## src/rtl/cordic_vectoring_if.sv

```systemverilog
// Sample/result handshake bundle for the CORDIC vectoring core.
// The slave side is the core; the master side is whatever feeds it and drains it.
interface cordic_vectoring_if #(
  parameter int IN_WIDTH   = 16,
  parameter int EXTRA_BITS = 6
);
  localparam int WM = IN_WIDTH + EXTRA_BITS + 2;

  logic                       in_valid;
  logic                       in_ready;
  logic signed [IN_WIDTH-1:0] x_in;
  logic signed [IN_WIDTH-1:0] y_in;
  logic                       out_valid;
  logic                       out_ready;
  logic        [WM-1:0]       mag;
  logic        [31:0]         phase;

  modport slave (
    input  in_valid, x_in, y_in, out_ready,
    output in_ready, out_valid, mag, phase
  );

  modport master (
    output in_valid, x_in, y_in, out_ready,
    input  in_ready, out_valid, mag, phase
  );
endinterface

```

## src/rtl/cordic_vectoring.sv

```systemverilog
// Iterative vectoring-mode CORDIC: (x,y) -> magnitude and 32-bit binary-angle phase.
// Define CORDIC_GAIN_COMP_EN to add a GAIN state that removes the CORDIC gain from mag.
//
// state | meaning
// IDLE  | in_ready high, waiting for a sample
// PRE   | rotate sample into the right half plane, detect the all-zero input
// ITER  | one micro-rotation per cycle, i = 0..ITERS-1
// GAIN  | multiply x by 1/K (only with CORDIC_GAIN_COMP_EN)
// DONE  | out_valid high, result held until out_ready
module cordic_vectoring #(
  parameter int IN_WIDTH   = 16,
  parameter int EXTRA_BITS = 6,
  parameter int ITERS      = 16
) (
  input  logic                  clk,
  input  logic                  rst_n,
  cordic_vectoring_if.slave     bus
);
  localparam int WM = IN_WIDTH + EXTRA_BITS + 2;

  typedef enum logic [2:0] {IDLE, PRE, ITER, GAIN, DONE} state_t;

  state_t                state_q, state_d;
  logic signed [WM-1:0]  x_q, x_d, y_q, y_d, xs, ys;
  logic        [31:0]    z_q, z_d;
  logic        [4:0]     cnt_q, cnt_d;
  logic                  zero_q, zero_d;
  logic        [WM-1:0]  mag_q, mag_d;
  logic        [31:0]    phase_q, phase_d;

  function automatic logic [31:0] atan_lut(input logic [4:0] i);
    case (i)
      5'd0:  return 32'h20000000;
      5'd1:  return 32'h12E4051D;
      5'd2:  return 32'h09FB385B;
      5'd3:  return 32'h051111D4;
      5'd4:  return 32'h028B0D43;
      5'd5:  return 32'h0145D7E1;
      5'd6:  return 32'h00A2F61E;
      5'd7:  return 32'h00517C55;
      5'd8:  return 32'h0028BE53;
      5'd9:  return 32'h00145F2E;
      5'd10: return 32'h000A2F98;
      5'd11: return 32'h000517CC;
      5'd12: return 32'h00028BE6;
      5'd13: return 32'h000145F3;
      5'd14: return 32'h0000A2F9;
      5'd15: return 32'h0000517C;
      5'd16: return 32'h000028BE;
      5'd17: return 32'h0000145F;
      5'd18: return 32'h00000A2F;
      5'd19: return 32'h00000517;
      5'd20: return 32'h0000028B;
      5'd21: return 32'h00000145;
      5'd22: return 32'h000000A2;
      5'd23: return 32'h00000051;
      5'd24: return 32'h00000028;
      5'd25: return 32'h00000014;
      5'd26: return 32'h0000000A;
      5'd27: return 32'h00000005;
      5'd28: return 32'h00000002;
      5'd29: return 32'h00000001;
      default: return 32'h00000000;
    endcase
  endfunction

`ifdef CORDIC_GAIN_COMP_EN
  // 1/K in Q2.30; x is non-negative here so the product never needs rounding toward zero
  localparam logic [31:0] GAIN_K = 32'h26dd3b6a;
  logic signed [WM+32:0] x_ext, k_ext, prod;
  logic signed [WM-1:0]  x_gain;
  assign x_ext  = {{33{x_q[WM-1]}}, x_q};
  assign k_ext  = {{(WM+1){1'b0}}, GAIN_K};
  assign prod   = x_ext * k_ext;
  assign x_gain = prod[WM+29:30];
`endif

  always_ff @(posedge clk) begin
    if (!rst_n) begin
      state_q <= IDLE;
      x_q     <= '0;
      y_q     <= '0;
      z_q     <= '0;
      cnt_q   <= '0;
      zero_q  <= 1'b0;
      mag_q   <= '0;
      phase_q <= '0;
    end else begin
      state_q <= state_d;
      x_q     <= x_d;
      y_q     <= y_d;
      z_q     <= z_d;
      cnt_q   <= cnt_d;
      zero_q  <= zero_d;
      mag_q   <= mag_d;
      phase_q <= phase_d;
    end
  end

  always_comb begin
    state_d = state_q;
    case (state_q)
      IDLE: if (bus.in_valid) state_d = PRE;
      PRE:  state_d = ITER;
      ITER: if (cnt_q == 5'(ITERS - 1)) begin
`ifdef CORDIC_GAIN_COMP_EN
        state_d = GAIN;
`else
        state_d = DONE;
`endif
      end
      GAIN: state_d = DONE;
      DONE: if (bus.out_ready) state_d = IDLE;
      default: state_d = IDLE;
    endcase
  end

  always_comb begin
    x_d     = x_q;
    y_d     = y_q;
    z_d     = z_q;
    cnt_d   = cnt_q;
    zero_d  = zero_q;
    mag_d   = mag_q;
    phase_d = phase_q;
    xs      = x_q >>> cnt_q;
    ys      = y_q >>> cnt_q;
    case (state_q)
      IDLE: if (bus.in_valid) begin
        x_d   = {{(WM-IN_WIDTH){bus.x_in[IN_WIDTH-1]}}, bus.x_in} <<< EXTRA_BITS;
        y_d   = {{(WM-IN_WIDTH){bus.y_in[IN_WIDTH-1]}}, bus.y_in} <<< EXTRA_BITS;
        cnt_d = '0;
      end
      PRE: begin
        zero_d = (x_q == '0) && (y_q == '0);
        if (!x_q[WM-1]) begin
          z_d = 32'h00000000;
        end else if (!y_q[WM-1]) begin
          x_d = y_q;
          y_d = -x_q;
          z_d = 32'h40000000;
        end else begin
          x_d = -y_q;
          y_d = x_q;
          z_d = 32'hC0000000;
        end
      end
      ITER: begin
        if (!y_q[WM-1]) begin
          x_d = x_q + ys;
          y_d = y_q - xs;
          z_d = z_q + atan_lut(cnt_q);
        end else begin
          x_d = x_q - ys;
          y_d = y_q + xs;
          z_d = z_q - atan_lut(cnt_q);
        end
        cnt_d = cnt_q + 5'd1;
      end
`ifdef CORDIC_GAIN_COMP_EN
      GAIN: x_d = x_gain;
`endif
      default: ;
    endcase
    // result registers load once, on the way into DONE, so they stay frozen under back-pressure
    if (state_d == DONE && state_q != DONE) begin
      mag_d   = zero_d ? '0 : x_d;
      phase_d = zero_d ? '0 : z_d;
    end
  end

  assign bus.in_ready  = (state_q == IDLE) && rst_n;
  assign bus.out_valid = (state_q == DONE);
  assign bus.mag       = mag_q;
  assign bus.phase     = phase_q;
endmodule
```

## src/flat_wrapper.sv

```systemverilog
// flat-port wrapper written by rule: the top's interface ports become plain ports
module cordic_vectoring_flat 
#(
  parameter int IN_WIDTH   = 16,
  parameter int EXTRA_BITS = 6,
  parameter int ITERS      = 16
)
  (clk, rst_n, bus_in_valid, bus_x_in, bus_y_in, bus_out_ready, bus_in_ready, bus_out_valid, bus_mag, bus_phase);
  cordic_vectoring_if #(.IN_WIDTH(IN_WIDTH), .EXTRA_BITS(EXTRA_BITS)) bus_i ();
  input  logic clk;
  input  logic rst_n;
  input wire logic [$bits(bus_i.in_valid)-1:0] bus_in_valid;
  input wire logic [$bits(bus_i.x_in)-1:0] bus_x_in;
  input wire logic [$bits(bus_i.y_in)-1:0] bus_y_in;
  input wire logic [$bits(bus_i.out_ready)-1:0] bus_out_ready;
  output wire logic [$bits(bus_i.in_ready)-1:0] bus_in_ready;
  output wire logic [$bits(bus_i.out_valid)-1:0] bus_out_valid;
  output wire logic [$bits(bus_i.mag)-1:0] bus_mag;
  output wire logic [$bits(bus_i.phase)-1:0] bus_phase;
  assign bus_i.in_valid = bus_in_valid;
  assign bus_i.x_in = bus_x_in;
  assign bus_i.y_in = bus_y_in;
  assign bus_i.out_ready = bus_out_ready;
  assign bus_in_ready = bus_i.in_ready;
  assign bus_out_valid = bus_i.out_valid;
  assign bus_mag = bus_i.mag;
  assign bus_phase = bus_i.phase;
  cordic_vectoring #(.IN_WIDTH(IN_WIDTH), .EXTRA_BITS(EXTRA_BITS), .ITERS(ITERS)) u_core (.clk(clk), .rst_n(rst_n), .bus(bus_i));
endmodule
```

## config.mk

```make
export PLATFORM = sky130hd
export DESIGN_NAME = cordic_vectoring_flat
export DESIGN_NICKNAME = d
export VERILOG_FILES = /design/src/rtl/cordic_vectoring_if.sv /design/src/rtl/cordic_vectoring.sv /design/src/flat_wrapper.sv
export SDC_FILE = /design/constraint.sdc
export NUM_CORES = 1
export LEC_CHECK = 0
export BUFFER_PORTS_ARGS = -buffer_cell sky130_fd_sc_hd__buf_2
export CELL_PAD_IN_SITES_DETAIL_PLACEMENT = 0
export CELL_PAD_IN_SITES_GLOBAL_PLACEMENT = 1
export CORE_MARGIN = 3
export CORE_UTILIZATION = 40
export CTS_CLUSTER_DIAMETER = 150
export DETAILED_ROUTE_END_ITERATION = 7
export GPL_TIMING_DRIVEN = 1
export MAX_ROUTING_LAYER = met4
export PLACE_DENSITY_LB_ADDON = 0.12
export SKIP_LAST_GASP = 1
export SLEW_MARGIN = 20
export SYNTH_ARGS = -nofsm -noshare
export SYNTH_HDL_FRONTEND = slang
export SYNTH_SLANG_ARGS = --single-unit
```

## constraint.sdc

```tcl
create_clock -name clk -period 7.6 [get_ports clk]
set_input_delay 1.52 -clock clk [delete_from_list [all_inputs] [get_ports clk]]
set_output_delay 1.52 -clock clk [all_outputs]
set_load 0.05 [all_outputs]
```

# Word level (Yosys, flattened, before mapping)

Memory sizes are Yosys's and may differ from the RTL's. A register that Yosys moved wholly into a read port is not among the register bits.
Index checks and enable logic that the tools add are counted.

Bits in registers: 145
Bits in latches: 0
RAM bits: 0
Bits in read-only memories: 1920
Input port bits: 36
Memories kept: 2

Memory list:

| memory           | depth | bits a word | read ports | clocked after Yosys merged registers in | write ports | RTL line               | RTL |
|---|---|---|---|---|---|---|---|
| (name not given) | 32    | 30          | 1          | 1                                       | 0           | cordic_vectoring.sv:32 | `case (i)` |
| (name not given) | 32    | 30          | 1          | 1                                       | 0           | cordic_vectoring.sv:32 |  |

$add $sub $neg: 9
Multiply operators: 0
Div/mod/pow operators: 0
$lt $le $gt $ge: 0
Equality and inequality tests: 9
Shift operators: 2
Mux-type cells: 31
Bitwise logic cells: 0
Reductions and logical operators: 10

Operators by type and width:

| operator            | number |
|---|---|
| $mux 32             | 8 |
| $mux 24             | 9 |
| $pmux 24 s3         | 2 |
| $pmux 32 s2         | 1 |
| $add 24x24->24      | 2 |
| $logic_not 24->1    | 2 |
| $neg 24->24         | 2 |
| $sshr 24x5->24      | 2 |
| $sub 24x24->24      | 2 |
| $add 32x32->32      | 1 |
| $sub 32x32->32      | 1 |
| $mux 5              | 5 |
| $pmux 3 s5          | 1 |
| $pmux 5 s2          | 1 |
| $mux 3              | 3 |
| $eq 3x2->1 const B  | 2 |
| $eq 3x3->1 const B  | 2 |
| $add 5x1->5 const B | 1 |
| $eq 5x4->1 const B  | 1 |
| $eq 3x1->1 const B  | 1 |
| $logic_and 1x1->1   | 3 |
| $logic_not 3->1     | 1 |
| $ne 3x3->1 const B  | 1 |
| $reduce_and 3->1    | 1 |
| 6 further kinds     | 6 |

# Logic depth before layout (Yosys ltp)

Gate-level depths: netlist of run 1.

Depth in word-level cells: 6
Mapped depth: 29
Gate-level depth less buffers: 22

# Worst setup path after synthesis of run 1

OpenSTA, ideal clock, no wires.

Kind: register to register
From: reg u_core.cnt_q[0]
To: reg u_core.mag_q[23] (netlist: u_core.bus.mag[23])
Setup time: 0.126 ns
Data arrival time: 5.319 ns
Required time: 7.474 ns
Setup slack: 2.155 ns
Cell stages (with the launch flop): 27
Period minus slack after synthesis: 5.445 ns
Cell sequence: dfxtp_1 buf_6 buf_12 buf_12 buf_12 mux2_4 nor3b_1 or4_1 a221o_1 ha_1 and3_2 buf_2 nand3_1 nor3b_1 a21oi_1 o32ai_1 ha_1 and3_1 a31oi_1 o21ai_0 a31oi_1 o31ai_1 and4_1 a2111oi_0 a21oi_1 xnor2_1 o21ai_1

Cells in the longest elaborated chain, start to end: 5
Elaborated cells between the ends (all ways): 11
Classes of those cells: 2 x add/sub; 2 x eq/ne; 1 x shift; 5 x mux; 1 x reduce/logical

RTL lines:

| item                                         | RTL line                                         | RTL |
|---|---|---|
| start, declared                              | cordic_vectoring.sv:26                           | `logic [4:0] cnt_q, cnt_d;` |
| start signal, assigned                       | cordic_vectoring.sv:93                           | `cnt_q <= cnt_d;` |
| $sshr 24x5->24 or $eq 5x4->1 (tied branches) | cordic_vectoring.sv:127, cordic_vectoring.sv:105 |  |
| $add 24x24->24, or another cell as far along | cordic_vectoring.sv:150                          | `x_d = x_q + ys;` |
| $mux 24 or $pmux 3 s5 (tied branches)        | cordic_vectoring.sv:149, cordic_vectoring.sv:102 |  |
| $pmux 24 s3 or $eq 3x3->1 (tied branches)    | cordic_vectoring.sv:128, cordic_vectoring.sv:166 |  |
| $mux 24 or $logic_and 1x1->1 (tied branches) | cordic_vectoring.sv:167, cordic_vectoring.sv:166 |  |
| end signal, assigned                         | cordic_vectoring.sv:95                           | `mag_q <= mag_d;` |
| end, declared                                | cordic_vectoring.sv:28                           | `logic [WM-1:0] mag_q, mag_d;` |

Several ways; a longest one is shown, not always the timed one.
A chain may end at the register's enable or synchronous reset.

# Worst setup path in the final report of run 1

From: reg u_core.cnt_q[1]
To: reg u_core.x_q[23]

Cells in the longest elaborated chain, start to end: 4
Elaborated cells between the ends (all ways): 5
Classes of those cells: 2 x add/sub; 1 x shift; 2 x mux

RTL lines:

| item                                             | RTL line                                         | RTL |
|---|---|---|
| $sshr 24x5->24 *                                 | cordic_vectoring.sv:127                          | `ys = y_q >>> cnt_q;` |
| $add 24x24->24 or $sub 24x24->24 (tied branches) | cordic_vectoring.sv:150, cordic_vectoring.sv:154 |  |
| $mux 24 *                                        | cordic_vectoring.sv:149                          | `if (!y_q[WM-1]) begin` |
| $pmux 24 s3 *                                    | cordic_vectoring.sv:128                          | `case (state_q)` |
| end signal, assigned                             | cordic_vectoring.sv:81                           | `x_q <= '0;` |
| end signal, assigned                             | cordic_vectoring.sv:90                           | `x_q <= x_d;` |
| end, declared                                    | cordic_vectoring.sv:24                           | `logic signed [WM-1:0] x_q, x_d, y_q, y_d, xs, ys;` |

Mark *: on every way between the ends. The rest lies on a longest branch, timed or not.

==> results.sh, run 1 <==
export IMPL_track_usage=0.2890
export IMPL_port_buffer_count=93
export IMPL_tns_ns=0
export IMPL_post_synth_main_area_contributors="sky130_fd_sc_hd__dfxtp_1, sky130_fd_sc_hd__ha_1, sky130_fd_sc_hd__a21oi_1"
export IMPL_flop_and_latch_count_out_of_synthesis=175
export IMPL_grt_antenna_before_repair=2
export IMPL_totalWireLength_um=63320
export IMPL_cts_htree_levels=4
export IMPL_slowest_delay_ns=1.00
export IMPL_gp_congestion=0.9603
export IMPL_cells_along_the_critical_path="mux2_2, nor3_1, or4_1, a221o_1, ha_1, and3_2, nor3_1, a21oi_1, o21ai_0, ha_1, a21o_1, a31oi_1, o21ai_0, a31oi_1, o31ai_1, and4_1, a2111oi_0, a21oi_1, xnor2_1, o21ai_1"
export IMPL_synth_distinct_cells=101
export IMPL_max_slew_margin_rel=0.3348
export IMPL_clk_pin_slew_ns=0.08
export IMPL_setup_viol=0
export IMPL_dieHeight_um=209.7
export IMPL_drc_viols=0
export IMPL_detailedPlace_worstSlack_ns=1.074
export IMPL_final_max_slew_violation_count=0
export IMPL_synth_seq_area_share=0.2111
export IMPL_syn_area_mm2=0.01660
export IMPL_clock_tree_root_cell="sky130_fd_sc_hd__clkbuf_16"
export IMPL_gr_usage_met1=0.3728
export IMPL_maximum_clock_skew_at_final_layout_ns=0.01049
export IMPL_critical_path_endpoint_type="flip-flop"
export IMPL_synth_async_reset_ratio=0
export IMPL_start_kind="flip-flop"
export IMPL_netlist_top_cells_count="sky130_fd_sc_hd__nor2_1, sky130_fd_sc_hd__a21oi_1, sky130_fd_sc_hd__dfxtp_1, sky130_fd_sc_hd__nand2_1, sky130_fd_sc_hd__o21ai_0"
export IMPL_clock_latency_at_the_later_pin_of_the_worst_skew_pair_ns=0.46
export IMPL_maxCapViolCount=0
export IMPL_postCtsResizedCells=0
export IMPL_fp_row_count=73
export IMPL_met3_usage=0.03737
export IMPL_synth_largest_type_area_fraction=0.2111
export IMPL_coreArea_mm2=0.04037
export IMPL_worstPathArrival_ns=6.85
export IMPL_area_growth_syn_to_layout_pct=7.833
export IMPL_clk_path_buf_depth=2
export IMPL_yosys_most_used_dff="sky130_fd_sc_hd__dfxtp_1"
export IMPL_final_hold_violation_count=0
export IMPL_globalRoute_totalOverflow=0
export IMPL_postRouteAntennaNets=0
export IMPL_synthesis_area_per_instance_um2=7.944
export IMPL_yosysWarningCount=0
export IMPL_p_leak_nw=7.348
export IMPL_post_cts_hold_buffer_count=0
export IMPL_via_per_inst=6.255
export IMPL_timing_final_crit_share=0.8603
export IMPL_worstSetupPathType="flip-flop to flip-flop"
export IMPL_synth_top_cell_by_area="sky130_fd_sc_hd__dfxtp_1"
export IMPL_critical_path_top_delay_family="compound AO/OA/AOI/OAI gates"
export IMPL_largest_net_degree_at_the_start_of_global_routing=76
export IMPL_drt_iter0_markers=1667
export IMPL_initial_utilization=0.4111
export IMPL_setup_repair_after_global_routing_missed_its_margin="false"
export IMPL_grt_use_met2=0.4766
export IMPL_syn_num_nets=2220
export IMPL_tightest_slew_ns=0.9978
export IMPL_final_hold_worst_slack_ns=0.4777
export IMPL_dr_pass1_iters=6
export IMPL_detailed_place_hpwl_um=47570
export IMPL_i_o_pins=94
export IMPL_clock_tree_from_tritoncts="built"
export IMPL_grt_busiest_layer="met2"
export IMPL_first_global_vias=15570
export IMPL_clock_sinks=175
export IMPL_hold_path_class="flip-flop to flip-flop"
export IMPL_worst_ep_required_time_ns=7.92
export IMPL_cpMaxStageDelayCell="sky130_fd_sc_hd__dfxtp_4"
export IMPL_fin_ws_ns=1.062
export IMPL_critical_path_n_buffers_inverters=0
export IMPL_status="finished clean"
export IMPL_die_w_um=209.7
export IMPL_post_cts_setup_buffers=0
export IMPL_timing_final_crit_period_ns=6.538
export IMPL_utilization=0.4433
export IMPL_timing_fmax_mhz=153.0
export IMPL_power_density_mw_per_mm2=258.4
export IMPL_die_area_mm2=0.04397
export IMPL_cts_buffers=17
export IMPL_detail_route_wl_per_cell_um=24.14
export IMPL_number_of_synthesized_flops_with_an_enable_pin=0
export IMPL_synth_most_common_cell="sky130_fd_sc_hd__nor2_1"
export IMPL_design_final_nets=2214
export IMPL_critical_path_max_fanout=75
export IMPL_grt_pass1_wl_um=96270
export IMPL_synthesis_instances=2089
export IMPL_ir_drop_v=0.0001590
export IMPL_route_vias_total=16410
export IMPL_final_layout_size_suffix_gt1_frac=0.1245
power by group:
group	switching, mW	total (mW)	internal (mW)	leakage (nW)
combinational	1.51	2.55	1.05	5.64
clock	0.447	0.918	0.471	0.287
sequential	0.173	1.15	0.978	1.42
total	2.13	4.62	2.50	7.35
cell families after synthesis:
logic type                 Yosys count  share of synthesized area
AOI/OAI and AO/OA                  706                     0.2815
and+or+nand+nor                    619                     0.1797
buffers and inverters              215                    0.06159
DFF                                175                     0.2111
xor gates and xnor gates           161                    0.08587
muxes                              118                     0.1073
adders and majority gates           95                    0.07298
metal layers:
layer,vias up,part of all wire
met2,572,0.48
met3,89,0.059
met5,-,0
met4,0,0.028
met1,8004,0.43
li1,7743,-
placed cells by master (no fill, tap or decap), drive strengths merged, types with 59 or more instances in the layout:
| master | count |
|---|---|
| a21oi | 178 |
| buf | 134 |
| dfxtp | 175 |
| ha | 92 |
| inv | 62 |
| nand2 | 163 |
| nor2 | 206 |
| o21ai | 164 |
| xnor2 | 102 |
| xor2 | 59 |
final cells by class:
class / count / area (µm²)
flip-flops and latches: 175 / 3513
fillers: 4145 / 22480
clock inverters: 15 / 176.4
well taps: 525 / 656.9
diodes: 2 / 5.005
clock buffers: 17 / 425.4
multi-input cells: 1699 / 12120
inverters: 56 / 210.2
repair buffers: 134 / 793.3
through the flow:
| stage | area (µm²) | total power, mW | instances |
|---|---|---|---|
| after detailed placement | 17260 | 3.675 | 2588 |
| after global routing | 17900 | 4.950 | 2623 |
| after global placement | 17260 | 3.672 | 2588 |
| after CTS | 17860 | 4.616 | 2620 |
| final | 17900 | 4.624 | 2623 |
| after floorplan | 16600 | 3.038 | 2089 |
final timing paths:
| path | startpoint | to | slack (ns) | cells past startpoint |
|---|---|---|---|---|
| hold / removal | u_core.bus.phase[13]$_SDFFE_PN0P_ | u_core.bus.phase[13]$_SDFFE_PN0P_ | 0.48 | 1 |
| setup / recovery | u_core.cnt_q[1]$_SDFFE_PN0P_ | u_core.x_q[23]$_SDFF_PN0_ | 1.06 | 20 |
| setup reg to reg | u_core.cnt_q[1]$_SDFFE_PN0P_ | u_core.x_q[23]$_SDFF_PN0_ | 1.06 | 20 |
| hold reg to reg | u_core.bus.phase[13]$_SDFFE_PN0P_ | u_core.bus.phase[13]$_SDFFE_PN0P_ | 0.48 | 1 |
No activity file was read; power rests on OpenSTA's default activity.
==> inputs of run 2 (changes only) <==
--- a/config.mk
+++ b/config.mk
@@ -5,7 +5,7 @@
 export SDC_FILE = /design/constraint.sdc
 export NUM_CORES = 1
 export LEC_CHECK = 0
-export BUFFER_PORTS_ARGS = -buffer_cell sky130_fd_sc_hd__buf_2
+export BUFFER_PORTS_ARGS = -buffer_cell sky130_fd_sc_hd__clkbuf_2
 export CELL_PAD_IN_SITES_DETAIL_PLACEMENT = 0
 export CELL_PAD_IN_SITES_GLOBAL_PLACEMENT = 1
 export CORE_MARGIN = 3
@@ -15,6 +15,7 @@
 export GPL_TIMING_DRIVEN = 1
 export MAX_ROUTING_LAYER = met4
 export PLACE_DENSITY_LB_ADDON = 0.12
+export REMOVE_ABC_BUFFERS = 1
 export SKIP_LAST_GASP = 1
 export SLEW_MARGIN = 20
 export SYNTH_ARGS = -nofsm -noshare
==> results.sh, run 2 (same netlist as run 1, synthesis figures left out) <==
export IMPL_final_max_slew_violation_count=0
export IMPL_critical_path_endpoint_type="flip-flop"
export IMPL_final_cell_area_mm2=0.01783
export IMPL_maximum_clock_skew_at_final_layout_ns=0.01267
export IMPL_layout_area_seq_mm2=0.003515
export IMPL_first_global_vias=15950
export IMPL_dieHeight_um=209.7
export IMPL_most_common_layout_cells="sky130_fd_sc_hd__nor2_1, sky130_fd_sc_hd__a21oi_1, sky130_fd_sc_hd__dfxtp_1"
export IMPL_postCtsResizedCells=0
export IMPL_detail_route_wl_per_cell_um=23.99
export IMPL_final_layout_size_suffix_gt1_frac=0.1223
export IMPL_critical_path_reg2reg_startpoint="u_core.cnt_q[0]$_SDFFE_PN0P_"
export IMPL_p_leak_nw=7.269
export IMPL_detailed_place_area_mm2=0.01727
export IMPL_timing_final_crit_period_ns=6.514
export IMPL_tightest_slew_ns=1.096
export IMPL_timing_fmax_mhz=153.5
export IMPL_clock_latency_at_the_later_pin_of_the_worst_skew_pair_ns=0.50
export IMPL_fin_total_pwr_mw=4.571
export IMPL_final_hold_violation_count=0
export IMPL_drc_viols=0
export IMPL_crit_reg_reg_endpoint="u_core.x_q[23]$_SDFF_PN0_"
export IMPL_power_density_mw_per_mm2=256.3
export IMPL_worstPathArrival_ns=6.87
export IMPL_grt_antenna_before_repair=3
export IMPL_cts_buffers=17
export IMPL_setup_repair_after_global_routing_missed_its_margin="false"
export IMPL_totalWireLength_um=62800
export IMPL_postRouteAntennaNets=0
export IMPL_setup_viol=0
export IMPL_clock_tree_from_tritoncts="built"
export IMPL_globalRoute_totalOverflow=0
export IMPL_tns_ns=0
export IMPL_route_vias_total=16320
export IMPL_utilization=0.4418
export IMPL_die_area_mm2=0.04397
export IMPL_max_slew_margin_rel=0.2668
export IMPL_insertedDiodeCount=0
export IMPL_largest_net_degree_at_the_start_of_global_routing=76
export IMPL_worstSetupPathType="flip-flop to flip-flop"
export IMPL_port_buffer_count=93
export IMPL_min_delay_worst_endpoint="u_core.bus.mag[16]$_SDFFE_PN0P_"
export IMPL_multi_input_comb_area_mm2=0.01211
export IMPL_fp_row_count=73
export IMPL_initial_utilization=0.4111
export IMPL_ir_drop_v=0.0001739
export IMPL_post_cts_setup_buffers=0
export IMPL_register_to_register_setup_slack_ns=1.09
export IMPL_hold_path_class="flip-flop to flip-flop"
export IMPL_fillers=4094
export IMPL_clock_sinks=175
export IMPL_via_per_inst=6.235
export IMPL_clock_tree_root_cell="sky130_fd_sc_hd__clkbuf_16"
export IMPL_clk_path_buf_depth=2
export IMPL_grt_pass1_wl_um=95450
export IMPL_clk_pin_slew_ns=0.07
export IMPL_worst_ep_required_time_ns=7.96
export IMPL_dr_pass1_iters=5
export IMPL_design_final_nets=2213
export IMPL_holdCritStartpoint="u_core.bus.mag[16]$_SDFFE_PN0P_"
export IMPL_critical_path_max_fanout=37
export IMPL_area_growth_syn_to_layout_pct=7.464
export IMPL_post_cts_hold_buffer_count=0
export IMPL_maxCapViolCount=0
export IMPL_coreArea_mm2=0.04037
export IMPL_cts_htree_levels=4
export IMPL_worstHoldPathCells=2
export IMPL_r2r_cells=23
export IMPL_status="finished clean"
export IMPL_die_w_um=209.7
export IMPL_start_kind="flip-flop"
export IMPL_i_o_pins=94
export IMPL_detailed_place_hpwl_um=46160
export IMPL_layout_commonest_cell="sky130_fd_sc_hd__nor2_1"
export IMPL_gp_congestion=0.9796
export IMPL_track_usage=0.2884
export IMPL_timing_final_crit_share=0.8571
export IMPL_drt_iter0_markers=1241
-- run 2: power breakdown --
| part | internal [mW] | switching (mW) |
|---|---|---|
| Clock | 0.470 | 0.433 |
| Sequential | 0.979 | 0.190 |
| Combinational | 1.05 | 1.45 |
-- run 2: worst max path at each step --
stage / from / to / cells past startpoint
after global routing: u_core.cnt_q[0]$_SDFFE_PN0P_ / u_core.bus.mag[23]$_SDFFE_PN0P_ / 23
after detailed placement: u_core.cnt_q[3]$_SDFFE_PN0P_ / u_core.x_q[23]$_SDFF_PN0_ / 21
after global placement: u_core.cnt_q[3]$_SDFFE_PN0P_ / u_core.x_q[23]$_SDFF_PN0_ / 21
after CTS: u_core.cnt_q[3]$_SDFFE_PN0P_ / u_core.x_q[23]$_SDFF_PN0_ / 21
final: u_core.cnt_q[0]$_SDFFE_PN0P_ / u_core.x_q[23]$_SDFF_PN0_ / 23
after floorplan: u_core.y_q[23]$_SDFFE_PN0P_ / u_core.bus.mag[21]$_SDFFE_PN0P_ / 19
-- run 2: final cells by class --
type                       count  area share
multi-input combinational   1699      0.6792
sequential                   175      0.1971
timing repair buffer         133     0.04364
tap                          525     0.03683
clock buffer                  21     0.02582
inverter                      56     0.01179
clock inverter                 9    0.005683
-- run 2: per-layer routing --
metal	part of all wire	vias up	GRT usage
met4	0.038	0	0.1176
li1	-	7745	-
met1	0.43	7886	0.3530
met2	0.49	557	0.4789
met3	0.051	135	0.04081
met5	0	-	-
-- run 2: critical path: stages, from the launching register on --
cell	delay, ns
sky130_fd_sc_hd__dfxtp_2	0.95
sky130_fd_sc_hd__buf_4	0.35
sky130_fd_sc_hd__or2_2	0.28
sky130_fd_sc_hd__mux2i_1	0.29
sky130_fd_sc_hd__a221oi_1	0.18
sky130_fd_sc_hd__a211oi_4	0.40
sky130_fd_sc_hd__and4bb_4	0.31
sky130_fd_sc_hd__and3_2	0.28
sky130_fd_sc_hd__nand3_1	0.12
sky130_fd_sc_hd__nor3b_1	0.17
sky130_fd_sc_hd__a21oi_1	0.15
sky130_fd_sc_hd__o32ai_1	0.11
sky130_fd_sc_hd__ha_1	0.35
sky130_fd_sc_hd__and3_1	0.21
sky130_fd_sc_hd__a31oi_1	0.16
sky130_fd_sc_hd__o21ai_0	0.10
sky130_fd_sc_hd__a31oi_1	0.19
sky130_fd_sc_hd__buf_4	0.19
sky130_fd_sc_hd__o31ai_1	0.10
sky130_fd_sc_hd__and4_1	0.21
sky130_fd_sc_hd__a2111oi_0	0.75
sky130_fd_sc_hd__a21oi_1	0.17
sky130_fd_sc_hd__xnor2_1	0.24
sky130_fd_sc_hd__o21ai_1	0.08
-- run 2: through the flow --
step / cells / worst slack [ns] / hold slack [ns]
4_1_cts: 2618 / 1.086 / 0.4700
2_1_floorplan: 1930 / 0.4308 / 0.4458
6_report: 2618 / 1.086 / 0.4649
3_5_place_dp: 2588 / 1.139 / 0.4537
3_3_place_gp: 2588 / 1.180 / 0.4449
5_1_grt: 2618 / 0.6637 / 0.4919
==> inputs of run 3 (changes only) <==
--- a/config.mk
+++ b/config.mk
@@ -14,7 +14,7 @@
 export DETAILED_ROUTE_END_ITERATION = 7
 export GPL_TIMING_DRIVEN = 1
 export MAX_ROUTING_LAYER = met4
-export PLACE_DENSITY_LB_ADDON = 0.12
+export PLACE_DENSITY = 0.82
 export REMOVE_ABC_BUFFERS = 1
 export SKIP_LAST_GASP = 1
 export SLEW_MARGIN = 20
==> results.sh, run 3 (same netlist as run 1, synthesis figures left out) <==
export IMPL_start_kind="flip-flop"
export IMPL_max_slew_margin_rel=0.3071
export IMPL_ir_drop_v=0.0002271
export IMPL_maxCapViolCount=0
export IMPL_detailedPlace_worstSlack_ns=1.038
export IMPL_utilization=0.4423
export IMPL_critical_path_reg2reg_startpoint="u_core.cnt_q[1]$_SDFFE_PN0P_"
export IMPL_worstSetupPathType="flip-flop to flip-flop"
export IMPL_setup_viol=0
export IMPL_timing_final_crit_share=0.8654
export IMPL_final_max_slew_violation_count=0
export IMPL_cts_htree_levels=4
export IMPL_dieHeight_um=209.7
export IMPL_globalRoute_totalOverflow=0
export IMPL_final_hold_violation_count=0
export IMPL_final_layout_size_suffix_gt1_frac=0.1236
export IMPL_detail_route_wl_per_cell_um=23.13
export IMPL_post_cts_setup_buffers=0
export IMPL_status="finished clean"
export IMPL_drc_viols=0
export IMPL_cells_along_the_critical_path="buf_4, mux4_2, mux2i_1, o22ai_1, or3_1, inv_1, ha_1, nand2_1, nor4b_2, and3_1, nor2_1, xor2_1, ha_1, and3_1, a221oi_1, o21ai_0, nand2_1, a21boi_0, a311oi_1, o21ai_0, xnor2_1, o21ai_1"
export IMPL_clk_pin_slew_ns=0.08
export IMPL_worstPathArrival_ns=6.95
export IMPL_power_density_mw_per_mm2=255.3
export IMPL_clock_latency_at_the_later_pin_of_the_worst_skew_pair_ns=0.50
export IMPL_post_cts_hold_buffer_count=0
export IMPL_fillers=4057
export IMPL_insertedDiodeCount=0
export IMPL_timing_final_crit_period_ns=6.577
export IMPL_i_o_pins=94
export IMPL_grt_antenna_before_repair=1
export IMPL_layout_commonest_cell="sky130_fd_sc_hd__nor2_1"
export IMPL_totalWireLength_um=60630
export IMPL_register_to_register_setup_slack_ns=1.02
export IMPL_grt_pass1_wl_um=92690
export IMPL_tns_ns=0
export IMPL_design_final_nets=2214
export IMPL_coreArea_mm2=0.04037
export IMPL_detailed_place_hpwl_um=44340
export IMPL_gp_congestion=0.9711
export IMPL_first_global_vias=15850
export IMPL_slowest_delay_ns=0.95
export IMPL_initial_utilization=0.4111
export IMPL_track_usage=0.2761
export IMPL_postCtsResizedCells=0
export IMPL_clock_tree_from_tritoncts="built"
export IMPL_clk_path_buf_depth=2
export IMPL_maximum_clock_skew_at_final_layout_ns=0.02066
export IMPL_holdCritStartpoint="u_core.bus.mag[0]$_SDFFE_PN0P_"
export IMPL_postRouteAntennaNets=0
export IMPL_critical_path_top_delay_family="compound AO/OA/AOI/OAI gates"
export IMPL_timing_fmax_mhz=152.0
export IMPL_via_per_inst=6.291
export IMPL_critical_path_endpoint_type="flip-flop"
export IMPL_die_area_mm2=0.04397
export IMPL_hold_path_class="flip-flop to flip-flop"
export IMPL_critical_path_n_buffers_inverters=2
export IMPL_cpMaxStageDelayCell="sky130_fd_sc_hd__dfxtp_2"
export IMPL_cts_buffers=17
export IMPL_port_buffer_count=93
export IMPL_dr_pass1_iters=6
export IMPL_die_w_um=209.7
export IMPL_fin_ws_ns=1.023
export IMPL_fp_row_count=73
export IMPL_drt_iter0_markers=1524
export IMPL_critical_path_max_fanout=38
export IMPL_crit_reg_reg_endpoint="u_core.y_q[23]$_SDFFE_PN0P_"
export IMPL_p_leak_nw=7.291
export IMPL_clock_sinks=175
export IMPL_min_delay_worst_endpoint="u_core.bus.mag[0]$_SDFFE_PN0P_"
export IMPL_most_common_layout_cells="sky130_fd_sc_hd__nor2_1, sky130_fd_sc_hd__a21oi_1, sky130_fd_sc_hd__dfxtp_1"
export IMPL_worstHoldPathCells=1
export IMPL_tightest_slew_ns=1.036
export IMPL_area_growth_syn_to_layout_pct=7.592
export IMPL_clock_tree_root_cell="sky130_fd_sc_hd__clkbuf_16"
export IMPL_r2r_cells=22
export IMPL_largest_net_degree_at_the_start_of_global_routing=59
export IMPL_route_vias_total=16490
export IMPL_setup_repair_after_global_routing_missed_its_margin="false"
export IMPL_worst_ep_required_time_ns=7.97
==> run 3: cell type report <==
| class | count | area, µm² | area share |
|---|---|---|---|
| clock inverters | 13 | 146.4 | 0.008198 |
| well taps | 525 | 656.9 | 0.03679 |
| repair buffers | 134 | 773.2 | 0.04330 |
| clock buffers | 19 | 442.9 | 0.02481 |
| flip-flops and latches | 175 | 3513 | 0.1968 |
| multi-input cells | 1699 | 12110 | 0.6784 |
| inverters | 56 | 210.2 | 0.01177 |
==> run 3: per-stage QoR <==
step                power, mW  hold slack, ns  instances  cell area (µm²)
floorplan               2.998          0.4458       1930            15780
global placement        3.588          0.4551       2589            17260
detailed placement      3.615          0.4533       2589            17260
CTS                     4.549          0.4804       2621            17850
global route            4.866          0.4920       2621            17860
finish                  4.559          0.4806       2621            17860
==> run 3: where the power goes <==
| group | switching (mW) | total, mW | internal [mW] |
|---|---|---|---|
| clock | 0.471 | 0.917 | 0.446 |
| combinational | 1.42 | 2.47 | 1.04 |
| sequential | 0.195 | 1.17 | 0.978 |
==> run 3: worst max path at each step <==
stage,to,startpoint,cells past startpoint
6_report,u_core.y_q[23]$_SDFFE_PN0P_,u_core.cnt_q[1]$_SDFFE_PN0P_,22
5_1_grt,u_core.y_q[23]$_SDFFE_PN0P_,u_core.cnt_q[1]$_SDFFE_PN0P_,22
4_1_cts,u_core.y_q[23]$_SDFFE_PN0P_,u_core.cnt_q[0]$_SDFFE_PN0P_,21
3_5_place_dp,u_core.y_q[23]$_SDFFE_PN0P_,u_core.cnt_q[0]$_SDFFE_PN0P_,21
3_3_place_gp,u_core.y_q[23]$_SDFFE_PN0P_,u_core.cnt_q[0]$_SDFFE_PN0P_,21
2_1_floorplan,u_core.bus.mag[21]$_SDFFE_PN0P_,u_core.y_q[23]$_SDFFE_PN0P_,19
==> run 3: metal layers <==
metal | part of all wire | wire, µm | track usage | vias up
li1 | - | - | - | 7740
met1 | 0.43 | 25830 | 0.3438 | 8009
met2 | 0.48 | 29330 | 0.4598 | 631
met3 | 0.061 | 3680 | 0.03767 | 109
met4 | 0.029 | 1787 | 0.09700 | 0
met5 | 0 | 0 | - | -
